===== config.mk =====
export PLATFORM = sky130hd
export DESIGN_NAME = demux_alternador
export DESIGN_NICKNAME = d
export VERILOG_FILES = /design/src/rtl/demux_alternador_pkg.sv /design/src/rtl/demux_alternador_lane_reg.sv /design/src/rtl/demux_alternador.sv
export SDC_FILE = /design/constraint.sdc
export NUM_CORES = 1
export LEC_CHECK = 0
export CORE_MARGIN = 4
export CORE_UTILIZATION = 38
export CTS_BUF_LIST = sky130_fd_sc_hd__clkbuf_4 sky130_fd_sc_hd__clkbuf_8
export CTS_CLUSTER_SIZE = 28
export DETAILED_ROUTE_END_ITERATION = 6
export HOLD_SLACK_MARGIN = 0.02
export PLACE_DENSITY = 0.85
export REMOVE_ABC_BUFFERS = 1
export SLEW_MARGIN = 20
export SYNTH_ARGS = -nofsm -noshare
export SYNTH_HDL_FRONTEND = slang
export SYNTH_SLANG_ARGS = --single-unit

===== constraint.sdc =====
create_clock -name clk -period 1.31 [get_ports clk]
set_clock_uncertainty 0.15 [all_clocks]
set_input_delay 0.131 -clock clk [delete_from_list [all_inputs] [get_ports clk]]
set_output_delay 0.131 -clock clk [all_outputs]
set_load 0.01 [all_outputs]

===== src/rtl/demux_alternador_pkg.sv =====
// Shared definitions for the demux_alternador block: selector state encoding
// and default widths. The optional per-lane word counters are enabled by
// defining the macro DEMUX_CNT_EN.
package demux_alternador_pkg;

    localparam int DEF_BUS_WIDTH = 8;
    localparam int DEF_CNT_WIDTH = 8;

    // Lane the next accepted word is steered to.
    typedef enum logic {
        SEL0 = 1'b0,
        SEL1 = 1'b1
    } selState_t;

endpackage


===== src/rtl/demux_alternador_lane_reg.sv =====
// One output lane of demux_alternador: a single registered word with
// valid/ready, plus an optional transfer counter (macro DEMUX_CNT_EN).
// The lane reports canLoad so the parent only loads when the slot is free
// or is being emptied in the same cycle.
module demux_alternador_lane_reg
    import demux_alternador_pkg::*;
#(
    parameter int BUS_WIDTH = DEF_BUS_WIDTH
`ifdef DEMUX_CNT_EN
    ,
    parameter int CNT_WIDTH = DEF_CNT_WIDTH
`endif
) (
    input  logic                 clk,
    input  logic                 reset_L,
    input  logic                 load,
    input  logic [BUS_WIDTH-1:0] loadData,
    input  logic                 readyIn,
    output logic                 canLoad,
    output logic [BUS_WIDTH-1:0] dataOut,
    output logic                 validOut
`ifdef DEMUX_CNT_EN
    ,
    output logic [CNT_WIDTH-1:0] count
`endif
);

    // Slot is free, or the consumer is draining it this cycle.
    assign canLoad = ~validOut | readyIn;

    // Word register: a load wins over a drain so back-to-back words see no bubble.
    always_ff @(posedge clk or negedge reset_L) begin
        if (!reset_L) begin
            dataOut  <= '0;
            validOut <= 1'b0;
        end else if (load) begin
            dataOut  <= loadData;
            validOut <= 1'b1;
        end else if (readyIn) begin
            validOut <= 1'b0;
        end
    end

`ifdef DEMUX_CNT_EN
    // Count completed output transfers; wraps naturally at 2^CNT_WIDTH.
    always_ff @(posedge clk or negedge reset_L) begin
        if (!reset_L) begin
            count <= '0;
        end else if (validOut && readyIn) begin
            count <= count + 1'b1;
        end
    end
`endif

endmodule


===== src/rtl/demux_alternador.sv =====
// 1-to-2 alternating demultiplexer. Input words are steered to lane 0, lane 1,
// lane 0, ... and each lane has its own output register, so a stalled lane
// only stalls the input when it is that lane's turn.
// Optional per-lane transfer counters count0/count1: macro DEMUX_CNT_EN.
//
// Handshake: a word moves across an interface in a cycle where valid and
// ready are both 1 at the rising edge. A source holding valid=1 keeps its
// data stable until that happens; ready never depends on valid.
module demux_alternador
    import demux_alternador_pkg::*;
#(
    parameter int BUS_WIDTH = DEF_BUS_WIDTH
`ifdef DEMUX_CNT_EN
    ,
    parameter int CNT_WIDTH = DEF_CNT_WIDTH
`endif
) (
    input  logic                 clk,
    input  logic                 reset_L,
    input  logic [BUS_WIDTH-1:0] data_in,
    input  logic                 valid_in,
    output logic                 ready_out,
    output logic [BUS_WIDTH-1:0] data_out0,
    output logic                 valid_out0,
    input  logic                 ready_in0,
    output logic [BUS_WIDTH-1:0] data_out1,
    output logic                 valid_out1,
    input  logic                 ready_in1,
`ifdef DEMUX_CNT_EN
    output logic [CNT_WIDTH-1:0] count0,
    output logic [CNT_WIDTH-1:0] count1,
`endif
    output logic                 selector
);

    selState_t state;
    logic      canLoad0;
    logic      canLoad1;
    logic      accept;
    logic      load0;
    logic      load1;

    // ready_out follows only the selected lane's free-slot status.
    assign ready_out = (state == SEL0) ? canLoad0 : canLoad1;
    assign accept    = valid_in & ready_out;
    assign load0     = accept & (state == SEL0);
    assign load1     = accept & (state == SEL1);

    // The selector output is the FSM state itself, visible for debug.
    assign selector  = state;

    // Selector FSM: every accepted word hands the next turn to the other lane.
    always_ff @(posedge clk or negedge reset_L) begin
        if (!reset_L) begin
            state <= SEL0;
        end else if (accept) begin
            case (state)
                SEL0:    state <= SEL1;
                SEL1:    state <= SEL0;
                default: state <= SEL0;
            endcase
        end
    end

    demux_alternador_lane_reg #(
        .BUS_WIDTH (BUS_WIDTH)
`ifdef DEMUX_CNT_EN
        ,
        .CNT_WIDTH (CNT_WIDTH)
`endif
    ) lane0 (
        .clk      (clk),
        .reset_L  (reset_L),
        .load     (load0),
        .loadData (data_in),
        .readyIn  (ready_in0),
        .canLoad  (canLoad0),
        .dataOut  (data_out0),
        .validOut (valid_out0)
`ifdef DEMUX_CNT_EN
        ,
        .count    (count0)
`endif
    );

    demux_alternador_lane_reg #(
        .BUS_WIDTH (BUS_WIDTH)
`ifdef DEMUX_CNT_EN
        ,
        .CNT_WIDTH (CNT_WIDTH)
`endif
    ) lane1 (
        .clk      (clk),
        .reset_L  (reset_L),
        .load     (load1),
        .loadData (data_in),
        .readyIn  (ready_in1),
        .canLoad  (canLoad1),
        .dataOut  (data_out1),
        .validOut (valid_out1)
`ifdef DEMUX_CNT_EN
        ,
        .count    (count1)
`endif
    );

endmodule

# Word-level counts from Yosys, hierarchy flattened
# Cells that the tools add are included.
[totals] register_bits=19 inputBits=13 out_inout_bits=20 wordCells=21
[op_classes] mux=6 bitwise_logic=8 n_reduce_logical=2
[ops] op="1-bit 2-to-1 mux" count=5
[ops] op="2-bit nonzero test" count=2
[ops] op="1-bit AND" count=3
[ops] op="1-bit NOT" count=3
[ops] op="1-bit OR" count=2
[ops] op="1-bit case mux with 2 select lines" count=1

# Longest topological paths before layout
# Gate-level depths: netlist of the first run.
[logic_depth] word_depth=6 depth_mapped=3 depth_no_buf=3

# By module
# A second synthesis of the first run with hierarchy kept.
[unflattened] cells_unflattened=46 area_unflattened_um2=810.8
[modules_own_cells] module="demux_alternador_lane_reg" instances=2 cells_per_inst=20 area_per_inst_um2=369.1 seq_area_each_um2=225.2
[modules_own_cells] module="demux_alternador" instances=1 cells_per_inst=6 area_per_inst_um2=72.6 seq_area_each_um2=25.0

# Worst setup path after synthesis of the first run
# OpenSTA, ideal clock, no wires.
[synth_path] path_kind="flip-flop to flip-flop" startpoint="reg lane0.validOut" endpoint="reg lane0.dataOut[0]" setup_time_ns=0.125 arrival_time_ns=1.202 required_time_ns=1.035 slack_ns=-0.167 stages_incl_launch_ff=4 n_path_buf=0 period_less_slack_ns=1.477 path_cell_list="dfrtp_1 nand2b_2 nor3b_4 mux2_2"
[synth_between] elab_chain_cells=5
[synth_lines] item="from (decl)" line_no="demux_alternador_lane_reg.sv:21" rtl="output logic validOut"
[synth_lines] item="from (signal assigned)" line_no="demux_alternador_lane_reg.sv:35" rtl="validOut <= 1'b0;"
[synth_lines] item="from (signal assigned)" line_no="demux_alternador_lane_reg.sv:38" rtl="validOut <= 1'b1;"
[synth_lines] item="from (signal assigned)" line_no="demux_alternador_lane_reg.sv:40" rtl="validOut <= 1'b0;"
[synth_lines] item="1-bit NOT" line_no="demux_alternador_lane_reg.sv:29" rtl="assign canLoad = ~validOut | readyIn;"
[synth_lines] item="1-bit OR" line_no="demux_alternador_lane_reg.sv:29"
[synth_lines] item="1-bit 2-to-1 mux" line_no="demux_alternador.sv:44" rtl="assign ready_out = (state == SEL0) ? canLoad0 : canLoad1;"
[synth_lines] item="1-bit AND" line_no="demux_alternador.sv:45" rtl="assign accept = valid_in & ready_out;"
[synth_lines] item="1-bit AND" line_no="demux_alternador.sv:46" rtl="assign load0 = accept & (state == SEL0);"
[synth_lines] item="to (signal assigned)" line_no="demux_alternador_lane_reg.sv:37" rtl="dataOut <= loadData;"
[synth_lines] item="to (decl)" line_no="demux_alternador_lane_reg.sv:20" rtl="output logic [BUS_WIDTH-1:0] dataOut,"
# No other way between the ends.
# A chain may end at the register's enable or synchronous reset.

# Final worst setup path of the first run
[layout_path] startpoint="reg state (netlist: selector)" endpoint="reg lane0.dataOut[2]"
[layout_between] elab_chain_cells=3 word_cells_on_any_way=4 classes_between="mux (1); bitwise (3)"
[layout_lines] item="from (decl)" line_no="demux_alternador.sv:36" rtl="selState_t state;"
[layout_lines] item="from (signal assigned)" line_no="demux_alternador.sv:55" rtl="state <= SEL0;"
[layout_lines] item="from (signal assigned)" line_no="demux_alternador.sv:58" rtl="SEL0: state <= SEL1;"
[layout_lines] item="from (signal assigned)" line_no="demux_alternador.sv:59" rtl="SEL1: state <= SEL0;"
[layout_lines] item="1-bit 2-to-1 mux" line_no="demux_alternador.sv:44"
[layout_lines] item="1-bit AND" line_no="demux_alternador.sv:45"
[layout_lines] item="1-bit AND (*)" line_no="demux_alternador.sv:46"
# Every way passes the cells marked *; elsewhere a longest branch is shown, timed or not.

==> flow_summary.toml, run 1 <==
[placed_design]
portBuffers = 32
hpwlAfterDp_mm = 1.27
place_inst = 108
gp_congestion = 0.687
pre_cts_slack_ns = -0.431

[logic_synthesis]
synth.distinct_cells = 12
ys_ff_latch = 19
syn_inst = 47
syn-cell-area_um2 = 737
ys_warn_count = 0
synth-seq-area-share_pct = 64.5
syn_area_per_cell_um2 = 15.7

[floorplan]
die_w_um = 52.0
die-area_mm2 = 0.00271
initial_core_util_pct = 41.3
placeableCoreArea_mm2 = 0.00178
io_pins = 33
row_count = 15
die_h_um = 52.0

[layout]
area_growth_pct = 70.8
num-fill-cells = 112
regArea_um2 = 477
multiInputGateArea_um2 = 309
nets = 109
final_layout_size_suffix_gt1_share_pct = 43.2
antenna_cells = 0
layout.cells.non_filler = 120

[clock_tree]
cts_sinks = 19
h-tree-depth = 1
insertion_delay_ns = 0.28
clockRootBuffer = "clkbuf_4"
cts_tree = "done"
path_clk_slew_ns = 0.10
numCtsBuffers = 3
cts.path.max_buffers = 2

[timing]
fin_crit_ns = 1.52
worst_pin_slew_ns = 0.242
fmax_mhz = 660
timing.final.ws_setup_ns = -0.205
setup_viol = 17
drv_slew = 0
final_hold_viol_count = 0
rsz0062_at_grt = "yes"
max_slew_margin_pct = 83.9
whs_ns = 0.336
fin_crit_sh_pct = 116

[worst_setup_path]
start_kind = "flip-flop"
cp.arrival_ns = 1.54
cp_max_fo = 5
cp-end-kind = "flip-flop"
path_class = "reg2reg"
cp_data_required_time_ns = 1.33

[route]
wl_per_cell_um = 16.1
firstDrtPassIters = 3
drt_iter0_drc = 3
drc = 0
avgViaCountPerCell = 4.68
ant_nets = 0
via_count = 561
routed_wl_mm = 1.94

[global_route]
grt_usage_pct = 15.6
antenna_found_initial = 0
grt_pass1_vias = 600
grt_max_degree = 20
grt-ovfl-total = 0
grt_pass1_wl_mm = 3.10

[run]
cap_violations = 0

[power]
leakage_uw = 0.000584
peakVddDrop_mv = 0.942
p_per_area_mw_per_mm2 = 2020

[outcome]
status = "finished, violations left"
violations = "negative setup slack"

[worst_hold_path]
min_path_type = "in2reg"
## through the flow
| step | instance area [um^2] | power (uW) | TNS (ns) | util [%] |
|---|---|---|---|---|
| after floorplan | 737 | 1470 | -2.42 | - |
| after global placement | 1120 | 2150 | -5.90 | 62.7 |
| after detailed placement | 1120 | 2200 | -6.63 | 62.7 |
| after CTS | 1230 | 2500 | -2.42 | 69.0 |
| after global routing | 1260 | 2690 | -4.15 | 70.6 |
| final | 1260 | 2540 | -3.07 | 70.6 |
## critical path, stage by stage, from the launching register on
cell and delay, ns:
dfrtp_2 0.46, buf_6 0.13, nor3b_4 0.21, buf_6 0.16, mux2_4 0.30
## layout by cell type, fill, tap and decap left out, drive strengths merged
master	instances
nor2	3
clkbuf	5
nand2b	2
dlygate4sd2	18
dfrtp	19
a21oi	2
nor2b	1
o21ai	1
nand2	1
clkdlybuf4s50	12
buf	12
dlygate4sd3	1
mux2	16
nor3b	1
inv	1
## area by class of cell
| cell class | count | area share [%] |
|---|---|---|
| timing repair buffer | 44 | 32.4 |
| inverter | 1 | 0.298 |
| sequential | 19 | 37.9 |
| multi-input combinational | 27 | 24.6 |
| tap | 25 | 2.49 |
| clock buffer | 4 | 2.39 |
## cells in the mapped netlist
library cell	count	area, um^2
nor2_1	2	7.51
nand2b_1	1	6.26
nor3b_4	1	18.8
mux2_2	16	180
o21ai_0	1	5.00
dfrtp_1	19	475
nor2_4	1	11.3
nand2_1	1	3.75
nand2b_2	1	8.76
nor2b_1	1	6.26
inv_1	1	3.75
a21oi_1	2	10.0
## timing repair
action | 4_1_cts | 5_1_grt
endpoints found under the setup margin | 36 | 18
hold buffers | 1 | 0
endpoints found under the hold margin | 1 | 0
pin swaps | 3 | 1
resized for setup | 37 | 7
buffers inserted | 5 | 2
## kinds of logic (layout without fill, tap and decap cells)
kind of cell	Yosys count	after routing	share of synthesized area, %
multiplexers	16	16	24.4
buffers and inverters	1	49	0.509
AO/OA/AOI/OAI	3	3	2.04
flip-flops	19	19	64.5
AND/OR/NAND/NOR	8	8	8.49
## worst paths after layout
kind,from,to,slack (ns),cells after the start
max,selector,lane0.dataOut[2],-0.21,4
max reg2reg,selector,lane0.dataOut[2],-0.21,4
min in group asynchronous,reset_L,lane0.dataOut[3],0.60,3
min reg2reg,lane1.dataOut[1],lane1.dataOut[1],0.36,1
min,data_in[4],lane0.dataOut[4],0.34,2
max in group asynchronous,reset_L,selector,0.19,3
## sequential cells by signal, indices dropped and copies added, names as in the netlist
| register | cells |
|---|---|
| lane1.validOut | 1 |
| selector | 1 |
| lane0.validOut | 1 |
| lane0.dataOut | 8 |
| lane1.dataOut | 8 |
## power by group
part | leakage, uW | internal (uW) | total (uW) | switching [uW]
clock network | 0.0000184 | 139 | 301 | 162
registers | 0.000221 | 858 | 1010 | 152
logic | 0.000344 | 747 | 1230 | 487
## metal layers
layer | GRT usage [%] | share of wire, % | vias up
li1 | - | - | 262
met1 | 17.9 | 38 | 283
met2 | 29.7 | 56 | 16
met3 | 3.15 | 5.6 | 0
met4 | 2.62 | 0 | 0
met5 | 0 | 0 | -
Note: power is estimated with default switching activity, not from simulation.
==> run 2: changes to the inputs <==
--- a/config.mk
+++ b/config.mk
@@ -6,10 +6,11 @@
 export NUM_CORES = 1
 export LEC_CHECK = 0
 export CORE_MARGIN = 4
-export CORE_UTILIZATION = 38
+export CORE_UTILIZATION = 40
 export CTS_BUF_LIST = sky130_fd_sc_hd__clkbuf_4 sky130_fd_sc_hd__clkbuf_8
 export CTS_CLUSTER_SIZE = 28
 export DETAILED_ROUTE_END_ITERATION = 6
+export GPL_ROUTABILITY_DRIVEN = 0
 export HOLD_SLACK_MARGIN = 0.02
 export PLACE_DENSITY = 0.85
 export REMOVE_ABC_BUFFERS = 1
==> constraint.sdc (replaced) <==
create_clock -name clk -period 1.9 [get_ports clk]
set_clock_uncertainty 0.15 [all_clocks]
set_input_delay 0.19 -clock clk [delete_from_list [all_inputs] [get_ports clk]]
set_output_delay 0.19 -clock clk [all_outputs]
set_load 0.01 [all_outputs]
==> flow_summary.toml, run 2 (synthesis gave the netlist of run 1 again) <==
[placed_design]
placed_cell_area_mm2 = 0.00112
portBuffers = 32
hpwlAfterDp_mm = 1.07

[clock_tree]
cts_sinks = 19
insertion_delay_ns = 0.29
cts_tree = "done"
cts.path.max_buffers = 2
clockRootBuffer = "clkbuf_4"
path_clk_slew_ns = 0.10
h-tree-depth = 1
numCtsBuffers = 3

[power]
leakage_uw = 0.000475
peakVddDrop_mv = 0.651
p_per_area_mw_per_mm2 = 1470
total_power_uw = 1690

[layout]
antenna_cells = 0
nets = 99
regArea_um2 = 475
multiInputGateArea_um2 = 260
area_growth_pct = 56.2
final_common_cell = "clkdlybuf4s50_1"
final_layout_size_suffix_gt1_share_pct = 30.6
stdcell_area_mm2 = 0.00115
num-fill-cells = 137
final_cell_mix = "31 x clkdlybuf4s50_1, 19 x dfrtp_1, 16 x mux2_2"
top_regs = "lane0.dataOut: 8 flops, lane1.dataOut: 8 flops"

[worst_setup_path]
cp-end-kind = "output port"
path_delay_family = "buffers and inverters"
cp_slowest_cell = "clkdlybuf4s50_1"
path_cells = "clkdlybuf4s50_1"
path_buf_inv = 1
start_kind = "flip-flop"
cp.arrival_ns = 1.38
cp_data_required_time_ns = 1.56
slowest_delay_ns = 0.59
cp_max_fo = 7
path_class = "reg2out"

[floorplan]
die_h_um = 50.9
io_pins = 33
row_count = 15
die-area_mm2 = 0.00259
initial_core_util_pct = 42.2
placeableCoreArea_mm2 = 0.00175
die_w_um = 50.9

[global_route]
grt_usage_pct = 13.5
grt_max_degree = 20
grt_pass1_vias = 540
grt_pass1_wl_mm = 2.52
grt-ovfl-total = 0
antenna_found_initial = 0

[route]
met1Wirelength_um = 620
drt_iter0_drc = 3
wl_per_cell_um = 13.1
firstDrtPassIters = 2
avgViaCountPerCell = 4.51
ant_nets = 0
via_count = 496
drc = 0
dr_wl_met2_um = 698
highest_layer = "met4"
routed_wl_mm = 1.45
wl_met3_um = 100

[timing]
fmax_mhz = 581
setup_viol = 0
final_hold_viol_count = 0
drv_slew = 0
worst_pin_slew_ns = 0.293
setup_tns_ns = 0
fin_crit_sh_pct = 90.6
whs_ns = 0.0735
rsz0062_at_grt = "no"
fin_crit_ns = 1.72
max_slew_margin_pct = 80.4

[run]
cap_violations = 0

[outcome]
status = "completed"

[worst_hold_path]
min_path_type = "in2async"
==> run 2: cell types whose count changed in the layout (fill, tap and decap cells not counted), moves of 4 or more <==
cell             previous run  this run
buf_4                       6         1
dlygate4sd2_1              18         0
mux2_4                      8         0
buf_6                       4         0
mux2_2                      8        16
clkdlybuf4s50_1            12        31
==> run 2: stage by stage <==
| step | instances | util (%) | worst slack [ns] |
|---|---|---|---|
| 6_report | 110 | 65.9 | 0.179 |
| 5_1_grt | 110 | 65.9 | 0.117 |
| 4_1_cts | 110 | 65.7 | 0.0123 |
| 3_5_place_dp | 106 | 63.9 | 0.0847 |
| 3_3_place_gp | 106 | 63.9 | 0.0988 |
| 2_1_floorplan | 47 | - | 0.423 |
==> run 2: final cells by class <==
cell class / count / area share [%]
clock buffer: 4 / 2.61
timing repair buffer: 34 / 30.4
multi-input combinational: 27 / 22.6
tap: 25 / 2.72
inverter: 1 / 0.326
sequential: 19 / 41.3
==> run 2: what timing repair did <==
action                     in CTS  in global routing
hold buffers                    0                  0
resized for setup               0                  2
setup buffers                   0                  0
hold endpoints to repair        0                  0
setup endpoints to repair       0                  1
==> run 2: final timing paths <==
kind,start,endpoint,slack (ns),depth (start not counted)
setup / recovery,selector,selector,0.18,1
hold / removal,reset_L,lane1.validOut,0.07,2
setup reg to reg,selector,lane1.dataOut[7],0.35,3
hold reg to reg,lane1.dataOut[1],lane1.dataOut[1],0.36,1
max in group asynchronous,reset_L,lane1.dataOut[7],1.33,2
min in group clk,lane1.dataOut[1],lane1.dataOut[1],0.36,1
==> run 2: metal layers <==
metal  up-vias  global-route usage (%)
met5         -                       0
met4         0                    9.42
met3         2                    2.92
met2        22                    21.9
met1       233                    15.7
li1        239                       -
==> run 2: power breakdown <==
group          switching [uW]  internal (uW)
clock network             116           95.8
logic                     273            519
registers                96.6            589
